<file path="config.mk">
export PLATFORM = sky130hd
export DESIGN_NAME = pc_sequencer
export DESIGN_NICKNAME = d
export VERILOG_FILES = /design/src/rtl/pc_seq_pkg.sv /design/src/rtl/pc_seq_prio_enc.sv /design/src/rtl/pc_sequencer.sv
export SDC_FILE = /design/constraint.sdc
export NUM_CORES = 1
export LEC_CHECK = 0
export CAP_MARGIN = 20
export CORE_MARGIN = 3
export CORE_UTILIZATION = 44
export CTS_CLUSTER_DIAMETER = 40
export DETAILED_ROUTE_END_ITERATION = 7
export PLACE_DENSITY = 0.79
export SLEW_MARGIN = 20
export SYNTH_ARGS = -nofsm -noshare
export SYNTH_HDL_FRONTEND = slang
export SYNTH_SLANG_ARGS = --single-unit
</file>
<file path="constraint.sdc">
create_clock -name clk -period 3.2 [get_ports clk]
set_input_delay 0.64 -clock clk [delete_from_list [all_inputs] [get_ports clk]]
set_output_delay 0.64 -clock clk [all_outputs]
set_load 0.01 [all_outputs]
</file>
<file path="src/rtl/pc_seq_pkg.sv">
// Shared constants for the next-PC sequencer: pc_src encodings, default
// vectors and the interrupt channel count limits.
package pc_seq_pkg;

  localparam int unsigned PCS_W = 3;

  localparam logic [PCS_W-1:0] PCS_SEQ  = 3'd0;
  localparam logic [PCS_W-1:0] PCS_BR   = 3'd1;
  localparam logic [PCS_W-1:0] PCS_J    = 3'd2;
  localparam logic [PCS_W-1:0] PCS_JR   = 3'd3;
  localparam logic [PCS_W-1:0] PCS_ERET = 3'd4;

  localparam logic [31:0] DEF_RESET_VEC      = 32'h8000_0000;
  localparam logic [31:0] DEF_EXC_VEC        = 32'h8000_0008;
  localparam logic [31:0] DEF_IRQ_VEC_BASE   = 32'h8000_0010;
  localparam int unsigned DEF_IRQ_VEC_STRIDE = 4;

  localparam int unsigned MAX_N_IRQ = 16;

  // Legal channel count: 1..MAX_N_IRQ.
  function automatic bit n_irq_ok(input int unsigned n);
    return (n >= 1) && (n <= MAX_N_IRQ);
  endfunction

  // Index width for an n-channel encoder (at least one bit).
  function automatic int unsigned idx_w(input int unsigned n);
    return (n > 1) ? $clog2(n) : 1;
  endfunction

endpackage

</file>
<file path="src/rtl/pc_seq_prio_enc.sv">
// Lowest-index-first priority encoder.
//   req   : request vector
//   valid : any request present
//   idx   : index of the lowest set request bit (0 when none)
module pc_seq_prio_enc
  import pc_seq_pkg::*;
#(
  parameter int unsigned N  = 4,
  parameter int unsigned IW = idx_w(N)
) (
  input  logic [N-1:0]  req,
  output logic          valid,
  output logic [IW-1:0] idx
);

  // Scan high to low so the lowest set bit is the last one written.
  always_comb begin
    valid = 1'b0;
    idx   = '0;
    for (int i = int'(N) - 1; i >= 0; i--) begin
      if (req[i]) begin
        valid = 1'b1;
        idx   = IW'(i);
      end
    end
  end

endmodule

</file>
<file path="src/rtl/pc_sequencer.sv">
// Next-PC sequencer: owns PC, EPC and an N_IRQ-channel vectored interrupt
// controller; kernel mode is pc[AW-1].
// Build option: PC_SEQ_IRQ_LATCH_EN -- sticky, rising-edge pending bits per
// channel; otherwise irq lines are level-sensitive and used directly.
// Ports:
//   clk, reset (async, active-low)
//   stall            : hold PC/EPC/irq_ack (pending capture continues)
//   pc_src           : 0 seq, 1 branch, 2 jump, 3 jr, 4 eret, 5-7 seq
//   branch_cond, imm16, jidx, jr_addr : redirect operands
//   exc_req, irq     : exception request, interrupt lines
//   pc, pc_plus_4, epc, kernel        : architectural state views
//   irq_taken, exc_taken              : combinational squash/redirect flags
//   irq_ack          : registered one-hot acknowledge, one cycle after take
module pc_sequencer
  import pc_seq_pkg::*;
#(
  parameter int unsigned    AW             = 32,
  parameter int unsigned    N_IRQ          = 4,
  parameter logic [AW-1:0]  RESET_VEC      = AW'(DEF_RESET_VEC),
  parameter logic [AW-1:0]  EXC_VEC        = AW'(DEF_EXC_VEC),
  parameter logic [AW-1:0]  IRQ_VEC_BASE   = AW'(DEF_IRQ_VEC_BASE),
  parameter int unsigned    IRQ_VEC_STRIDE = DEF_IRQ_VEC_STRIDE
) (
  input  logic              clk,
  input  logic              reset,
  input  logic              stall,
  input  logic [PCS_W-1:0]  pc_src,
  input  logic              branch_cond,
  input  logic [15:0]       imm16,
  input  logic [25:0]       jidx,
  input  logic [AW-1:0]     jr_addr,
  input  logic              exc_req,
  input  logic [N_IRQ-1:0]  irq,
  output logic [AW-1:0]     pc,
  output logic [AW-1:0]     pc_plus_4,
  output logic [AW-1:0]     epc,
  output logic              kernel,
  output logic              irq_taken,
  output logic              exc_taken,
  output logic [N_IRQ-1:0]  irq_ack
);

  localparam int unsigned IW = idx_w(N_IRQ);

  if (!n_irq_ok(N_IRQ)) begin : g_bad_n_irq
    $error("pc_sequencer: N_IRQ must be in 1..16");
  end

  logic [N_IRQ-1:0] irq_src;
  logic             irq_valid;
  logic [IW-1:0]    irq_idx;
  logic [AW-1:0]    pc_next;
  logic [AW-1:0]    epc_next;
  logic [N_IRQ-1:0] ack_next;
  logic [AW-1:0]    br_off;
  logic [AW-1:0]    jr_tgt;

  assign pc_plus_4 = pc + AW'(4);
  assign kernel    = pc[AW-1];

`ifdef PC_SEQ_IRQ_LATCH_EN
  logic [N_IRQ-1:0] irq_q;
  logic [N_IRQ-1:0] pending;
  logic [N_IRQ-1:0] irq_rise;

  assign irq_rise = irq & ~irq_q;
  // A fresh edge is visible in the cycle it arrives, not only once latched.
  assign irq_src  = pending | irq_rise;

  // Pending capture runs regardless of stall; a new edge beats the ack clear.
  always_ff @(posedge clk or negedge reset) begin
    if (!reset) begin
      irq_q   <= '0;
      pending <= '0;
    end else begin
      irq_q   <= irq;
      pending <= (pending & ~irq_ack) | irq_rise;
    end
  end
`else
  assign irq_src = irq;
`endif

  pc_seq_prio_enc #(
    .N  (N_IRQ),
    .IW (IW)
  ) u_prio (
    .req   (irq_src),
    .valid (irq_valid),
    .idx   (irq_idx)
  );

  // Squash/redirect flags for the instruction currently at pc.
  always_comb begin
    exc_taken = 1'b0;
    irq_taken = 1'b0;
    if (!stall) begin
      exc_taken = exc_req;
      irq_taken = !exc_req && !kernel && irq_valid;
    end
  end

  // Next-PC, next-EPC and next-ack selection.
  always_comb begin
    br_off   = {{(AW-18){imm16[15]}}, imm16, 2'b00};
    jr_tgt   = jr_addr;
    pc_next  = pc_plus_4;
    epc_next = epc;
    ack_next = '0;

    // User-mode jr may not set the kernel bit.
    if (!kernel) jr_tgt[AW-1] = 1'b0;

    if (exc_taken) begin
      pc_next = EXC_VEC;
      if (!kernel) epc_next = pc_plus_4;
    end else if (irq_taken) begin
      pc_next  = IRQ_VEC_BASE + AW'(irq_idx) * AW'(IRQ_VEC_STRIDE);
      epc_next = pc;
      ack_next = N_IRQ'(1) << irq_idx;
    end else begin
      case (pc_src)
        PCS_BR:   pc_next = branch_cond ? (pc_plus_4 + br_off) : pc_plus_4;
        PCS_J:    pc_next = (pc_plus_4 & ~AW'(28'hFFF_FFFF)) | AW'({jidx, 2'b00});
        PCS_JR:   pc_next = jr_tgt;
        PCS_ERET: pc_next = epc;
        default:  pc_next = pc_plus_4;
      endcase
    end
  end

  // Architectural state; stall freezes everything here.
  always_ff @(posedge clk or negedge reset) begin
    if (!reset) begin
      pc      <= RESET_VEC;
      epc     <= '0;
      irq_ack <= '0;
    end else if (!stall) begin
      pc      <= pc_next;
      epc     <= epc_next;
      irq_ack <= ack_next;
    end
  end

endmodule

</file>
==> flow_summary_export.csv, run 1 <==
group,metric,value,unit
clock_tree,htreeDepth,3,
setup_path,path_class,"flop to flop",
detailed_routing,postRouteAntennaNets,0,
synthesis,syn_area_per_cell,7.74,µm²
sta,rsz0062_at_grt,"yes",
setup_path,worst-endpoint-arrival,3.93,ns
status,outcome,"complete, but fails checks",
detailed_routing,route.detailed.drc,0,
sta,final-max-slew-violation-count,0,
sta,finalHoldViolations,0,
detailed_routing,via_per_inst,6.18,
synthesis,ys_top_cells_by_area,"dfrtp_1 (27%), xnor2_1 (6.9%), ha_1 (6.8%)",
power_and_ir_drop,p_sw_share,38.8,%
die,fp.dieW,125,µm
sta,fin_crit_sh,116,%
sta,setup_tns,-4.20,ns
job,maxCapViolCount,0,
global_routing,grt_max_degree,41,
detailed_routing,wl_per_cell,22.1,µm
power_and_ir_drop,seq_power_share,25.8,%
global_routing,grt_usage,33.2,%
global_routing,antenna_found_initial,0,
setup_path,critPathLaunchType,"flop",
synthesis,synth_top_area_share,27.0,%
final_layout,fin_cells,1359,
clock_tree,tritoncts.num_buffers,9,
clock_tree,cts_sinks,68,
synthesis,synth_area,6210,µm²
power_and_ir_drop,vdd_drop_max,0.000354,V
synthesis,synth_cell_type_count,63,
setup_path,crit_fanout,3,
power_and_ir_drop,p_int,2810,µW
detailed_routing,wl,30000,µm
power_and_ir_drop,power_density,413,nW/µm²
status,violations,"negative setup slack",
die,core-area,13500,µm²
min_path,hold_class,"input pin to asynchronous set/reset pin",
synthesis,synth_top_flop_cell,"dfrtp_1",
detailed_routing,drt-initial-drc-count,1062,
global_routing,grt_pass1_wl,41700,µm
placed_design,hpwl,19100,µm
die,initial_core_util,46.0,%
final_layout,multiInputGateArea,5140,µm²
clock_tree,cts_root_buf,"clkbuf_16",
global_routing,grt_pass1_vias,7691,
placed_design,portBuffers,188,
sta,worstMarginPinSlew,0.725,ns
synthesis,synth_edf_count,0,
setup_path,cp_data_required_time,3.43,ns
sta,skew,0.00954,ns
final_layout,final_util,82.3,%
power_and_ir_drop,clockPowerShare,21.9,%
power_and_ir_drop,p_comb_share,52.3,%
final_layout,layout.nets,1299,
final_layout,layout_commonest_cell,"buf_4",
die,num_rows,42,
power_and_ir_drop,p_switching,1780,µW
final_layout,syn2layout_area_growth,78.9,%
setup_path,end_kind,"flop",
final_layout,layout-drive-gt1-share,33.7,%
clock_tree,tritoncts,"done",
sta,whs,0.345,ns
placed_design,placed_cells,1298,
synthesis,async_reset_ff_share,100,%
placed_design,place_congestion,0.990,
detailed_routing,dr.pass1.iters,6,
sta,final.setup.worst_slack,-0.507,ns
sta,slew_headroom,51.7,%
global_routing,gr-total-overflow,0,
synthesis,synth_seq_cells,68,
synthesis,syn_inst,803,
sta,fin_crit,3.71,ns
power_and_ir_drop,power.total,4590,µW
final_layout,seqCellArea,1710,µm²
clock_tree,clk_latency,0.35,ns
sta,timing.fmax,270,MHz
detailed_routing,vias,8404,
final_layout,layout_common_cells,"buf_4 (208), clkdlybuf4s50_1 (170), nand2_1 (102)",
die,pin_count,189,
clock_tree,postCtsHoldBufs,0,
sta,final-setup-viol-count,16,
synthesis,ys_seq_area_share,27.4,%
synthesis,yosys_warnings,0,
synthesis,synth.largest_area_cell,"dfrtp_1",
clock_tree,clock_path_buffers,2,
die,dieArea,15600,µm²
final_layout,antenna_cells,0,
power_and_ir_drop,p_leak,0.00501,µW
synthesis,synth_nets,924,
final_layout,fill_cells,802,
clock_tree,path_clk_slew,0.06,ns
die,die_y,125,µm
## power by group through the flow
stage               clock network (µW)  registers [µW]  logic (µW)
floorplan                            0            1230         890
CTS                                986            1180        2140
finish                            1010            1190        2400
global placement                     0            1180        2010
global route                      1030            1200        2530
detailed placement                   0            1190        2040
## kinds of logic (layout without fill, tap and decap cells)
logic type	after synthesis	in the layout	synth area share (%)
flops	68	68	27.4
mux	6	6	1.07
compound gates	258	258	26.5
xor+xnor	84	84	12.0
buf+inv	75	455	5.07
fa+ha+maj	35	35	7.17
simple gates	277	277	20.8
## cells in the mapped netlist, types with 9 or more instances
master	n
xnor2_1	49
xor2_1	34
clkbuf_1	36
a221oi_1	19
a21oi_1	53
o21ai_0	83
nor2b_1	9
ha_1	34
dfrtp_1	67
a211oi_1	9
a21o_1	18
nor2_1	80
nand2_1	113
inv_1	22
nand3_1	20
nor3_1	12
a22oi_1	23
## stage by stage
step           area [µm²]  setup WS, ns
5_1_grt             11100        -0.608
3_5_place_dp         9750        -0.411
2_1_floorplan        6500        -0.199
4_1_cts             10500        -0.237
6_report            11100        -0.507
3_3_place_gp         9750        -0.386
## flip-flops by register name (all words and copies together) (netlist names)
register and flops:
pc 32, epc 32, irq_ack 4
## final timing paths
check	cells past startpoint	slack (ns)	from	to
max reg2reg	17	-0.51	pc[3]$_DFFE_PN0N_	pc[30]$_DFFE_PN0N_
min reg2reg	2	0.50	irq_ack[1]$_DFFE_PN0N_	irq_ack[1]$_DFFE_PN0N_
max in group asynchronous	2	2.11	reset	pc[31]$_DFFE_PN1N_
min	1	0.34	reset	irq_ack[0]$_DFFE_PN0N_
min in group clk	2	0.50	irq_ack[1]$_DFFE_PN0N_	irq_ack[1]$_DFFE_PN0N_
max	17	-0.51	pc[3]$_DFFE_PN0N_	pc[30]$_DFFE_PN0N_
## critical path, cell delays in order (launching register included)
cell	delay (ns)
dfrtp_1	0.42
nand3_4	0.11
or2_4	0.28
nor2_4	0.15
buf_6	0.13
nand2_4	0.05
xnor2_2	0.14
ha_1	0.34
a211oi_2	0.31
a32oi_2	0.17
a31oi_2	0.24
a21oi_2	0.08
buf_4	0.16
a21oi_4	0.11
o21ai_2	0.09
a221oi_2	0.32
xnor2_1	0.16
a221o_1	0.32
## layout make-up
class	instances	area share, %
multi-input combinational	660	46.2
timing repair buffer	417	33.1
sequential	68	15.4
clock buffer	11	2.27
tap	176	1.98
inverter	22	0.765
clock inverter	5	0.326
## what timing repair did
item,in CTS,in global routing
endpoints found under the setup margin,35,35
gates resized for setup,93,96
setup buffers,21,25
pin swaps,55,66
## layer usage
metal | vias to the layer above | global-route usage [%] | wire (µm)
met1 | 4019 | 42.8 | 11200
met2 | 629 | 55.2 | 14300
met5 | - | 0 | 0
met4 | 0 | 13.5 | 1440
li1 | 3613 | - | -
met3 | 143 | 5.83 | 3070
Power figures use the tool's default switching activity.
==> run 2: changes to the inputs <==
--- a/config.mk
+++ b/config.mk
@@ -8,7 +8,7 @@
 export CAP_MARGIN = 20
 export CORE_MARGIN = 3
 export CORE_UTILIZATION = 44
-export CTS_CLUSTER_DIAMETER = 40
+export CTS_CLUSTER_DIAMETER = 50
 export DETAILED_ROUTE_END_ITERATION = 7
 export PLACE_DENSITY = 0.79
 export SLEW_MARGIN = 20
==> results of run 2 <==
Same layout as run 1: the final DEF is identical, and so are final timing and power.
==> variant, RTL diff (flow settings as in run 2) <==
Add a define of `PC_SEQ_IRQ_LATCH_EN`.
--- a/src/rtl/pc_sequencer.sv
+++ b/src/rtl/pc_sequencer.sv
@@ -11,6 +11,8 @@
 //   pc, pc_plus_4, epc, kernel        : architectural state views
 //   irq_taken, exc_taken              : combinational squash/redirect flags
 //   irq_ack          : registered one-hot acknowledge, one cycle after take
+`define PC_SEQ_IRQ_LATCH_EN
+
 module pc_sequencer
   import pc_seq_pkg::*;
 #(
Function: changed (Yosys sat finds a counterexample within 4 cycles, from zero or initial values and one cycle with reset low).
==> variant against run 2 <==
- the flow still finishes with violations (setup timing)
- synthesized cell count rose by 6.1%
- clock power rose by 11%
- power rose by 24%
- setup slack improved by 53 ps
- worst hold slack improved by 60 ps
- cell area rose by 2.3%
- clock skew barely moved
- wire length rose by 2.5%
- sequential cell count rose by 8
- sequential share of layout area rose by 1.4 points
- area after synthesis rose by 7.6%
- sequential power rose by 24%
- highest routed layer unchanged
==> variant: results (changes against run 2) <==
metric,value,unit,change
routing usage on met2,54.33,%,-0.92 points
largest net degree at the start of global routing,61,,+49%
# Post-CTS Setup Buffers,19,,-9.5%
Clock Skew,9.087,ps,-0.4526 ps
final WL,30.77,mm,+2.5%
top post-synthesis cells by count,"97 x a21oi_1, 96 x nor2_1, 89 x nand2_1",,
WL met1,11.73,mm,+4.3%
Slew Limit Fails,0,,unchanged
GRT Util Overall,33.04,%,-0.19 points
"Distinct cells, synth",74,,+17%
Clock group,1.12,mW,+11%
RePlAce Congestion,0.9602,,-3.0%
Hold WC Path Type,in2async,,
P_leak,5.080,nW,+1.5%
global-route wire length before repair,43.25,mm,+3.7%
largest registers,"epc: 32 flops, pc: 32 flops",,
Int Power,3.448,mW,+23%
number of nets in the layout,1336,,+2.8%
CTS clock-pin slew for the worst setup and hold paths,70,ps,
Setup WS post-layout,-454.3,ps,+52.79 ps
sequential fraction of the synthesis area,28.46,%,+1.1 points
Post-Syn Nets,973,,+5.3%
worst slew pin tran,930.9,ps,+205.7 ps
GR Layer Usage met3,5.771,%,-0.061 points
Worst R2R Start,pc[2]$_DFFE_PN0N_,,
Synth Area in Compound Gates,28.42,%,+1.9 points
multiplexer share of the synthesized area,0.3368,%,-0.73 points
Max Used Layer,met4,,
ranking of synthesized cells by area,"dfrtp_1 28%, a21oi_1 7.3%, ha_1 6.4%",,
CP Max Fanout,4,,+1
worst vdd ir,0.0003157,V,-11%
area share of fa/ha/maj cells after synthesis,6.662,%,-0.51 points
drt initial violations,902,,-15%
register share of total power,26.0,%,+0.2 points
met1 Usage GRT,42.69,%,-0.12 points
status,"complete, but fails checks",,
post-place setup slack,-495.6,ps,-84.65 ps
failing checks,setup timing,,
DR WL met2,14.31,mm,+0.39%
detailed placement HPWL,20.62,mm,+8.2%
vias in the first global route,8294,,+7.8%
1st-pass router iterations,6,,unchanged
Worst EP arrival,3900,ps,-30 ps
final setup fails,22,,+6
routed vias/inst,6.157,,-0.44%
CTS resizes,67,,-28%
xor and xnor fraction of the mapped netlist area,11.23,%,-0.73 points
layout cells sized above 1,30.82,%,-2.9 points
met3 routed WL,2.973,mm,-3.3%
## variant: area by class of cell
cell class	instances	area, um2
fill	997	3333
clock inverter	7	82.58
sequential	76	1907
inverter	29	108.9
clock buffer	9	225.2
multi-input combinational	687	5239
tap	184	230.2
timing repair buffer	412	3573
## variant: kinds of logic after synthesis
| group | Yosys count |
|---|---|
| compound gates | 290 |
| simple gates | 276 |
| buf+inv | 89 |
| xor+xnor | 84 |
| flops | 76 |
| fa+ha+maj | 35 |
| mux | 2 |
## variant: final timing paths
| check | to | cells after the start |
|---|---|---|
| min in group clk | pending[0]$_DFF_PN0_ | 1 |
| max in group asynchronous | epc[19]$_DFFE_PN0P_ | 2 |
| hold reg to reg | pending[0]$_DFF_PN0_ | 1 |
| hold / removal | irq_q[1]$_DFF_PN0_ | 1 |
| setup reg to reg | pc[25]$_DFFE_PN0N_ | 17 |
| setup / recovery | pc[25]$_DFFE_PN0N_ | 17 |
## variant: metrics by stage
stage / power, mW / std cells / instance area [um2] / hold slack (ps) / setup TNS (ps)
3_5_place_dp: 4.233 / 1355 / 10190 / 484.2 / -5073
5_1_grt: 5.953 / 1404 / 11370 / 448.9 / -8145
3_3_place_gp: 4.168 / 1355 / 10190 / 481.1 / -4065
2_1_floorplan: 2.776 / 852 / 6942 / 344.4 / -1687
6_report: 5.697 / 1404 / 11370 / 404.9 / -5348
4_1_cts: 5.430 / 1390 / 10920 / 424.8 / -2706
## variant: worst max-delay path: stages (launching register included)
cell	delay, ps
dfrtp_2	410
ha_4	160
nand3_4	100
nor3_4	190
nand3_4	130
or2_4	280
xnor2_4	210
ha_4	240
a2111oi_4	400
o31ai_4	140
o22ai_2	240
a21oi_2	110
buf_4	160
o21ai_4	190
xnor2_2	100
a221oi_2	250
a21oi_1	70
a21o_1	160
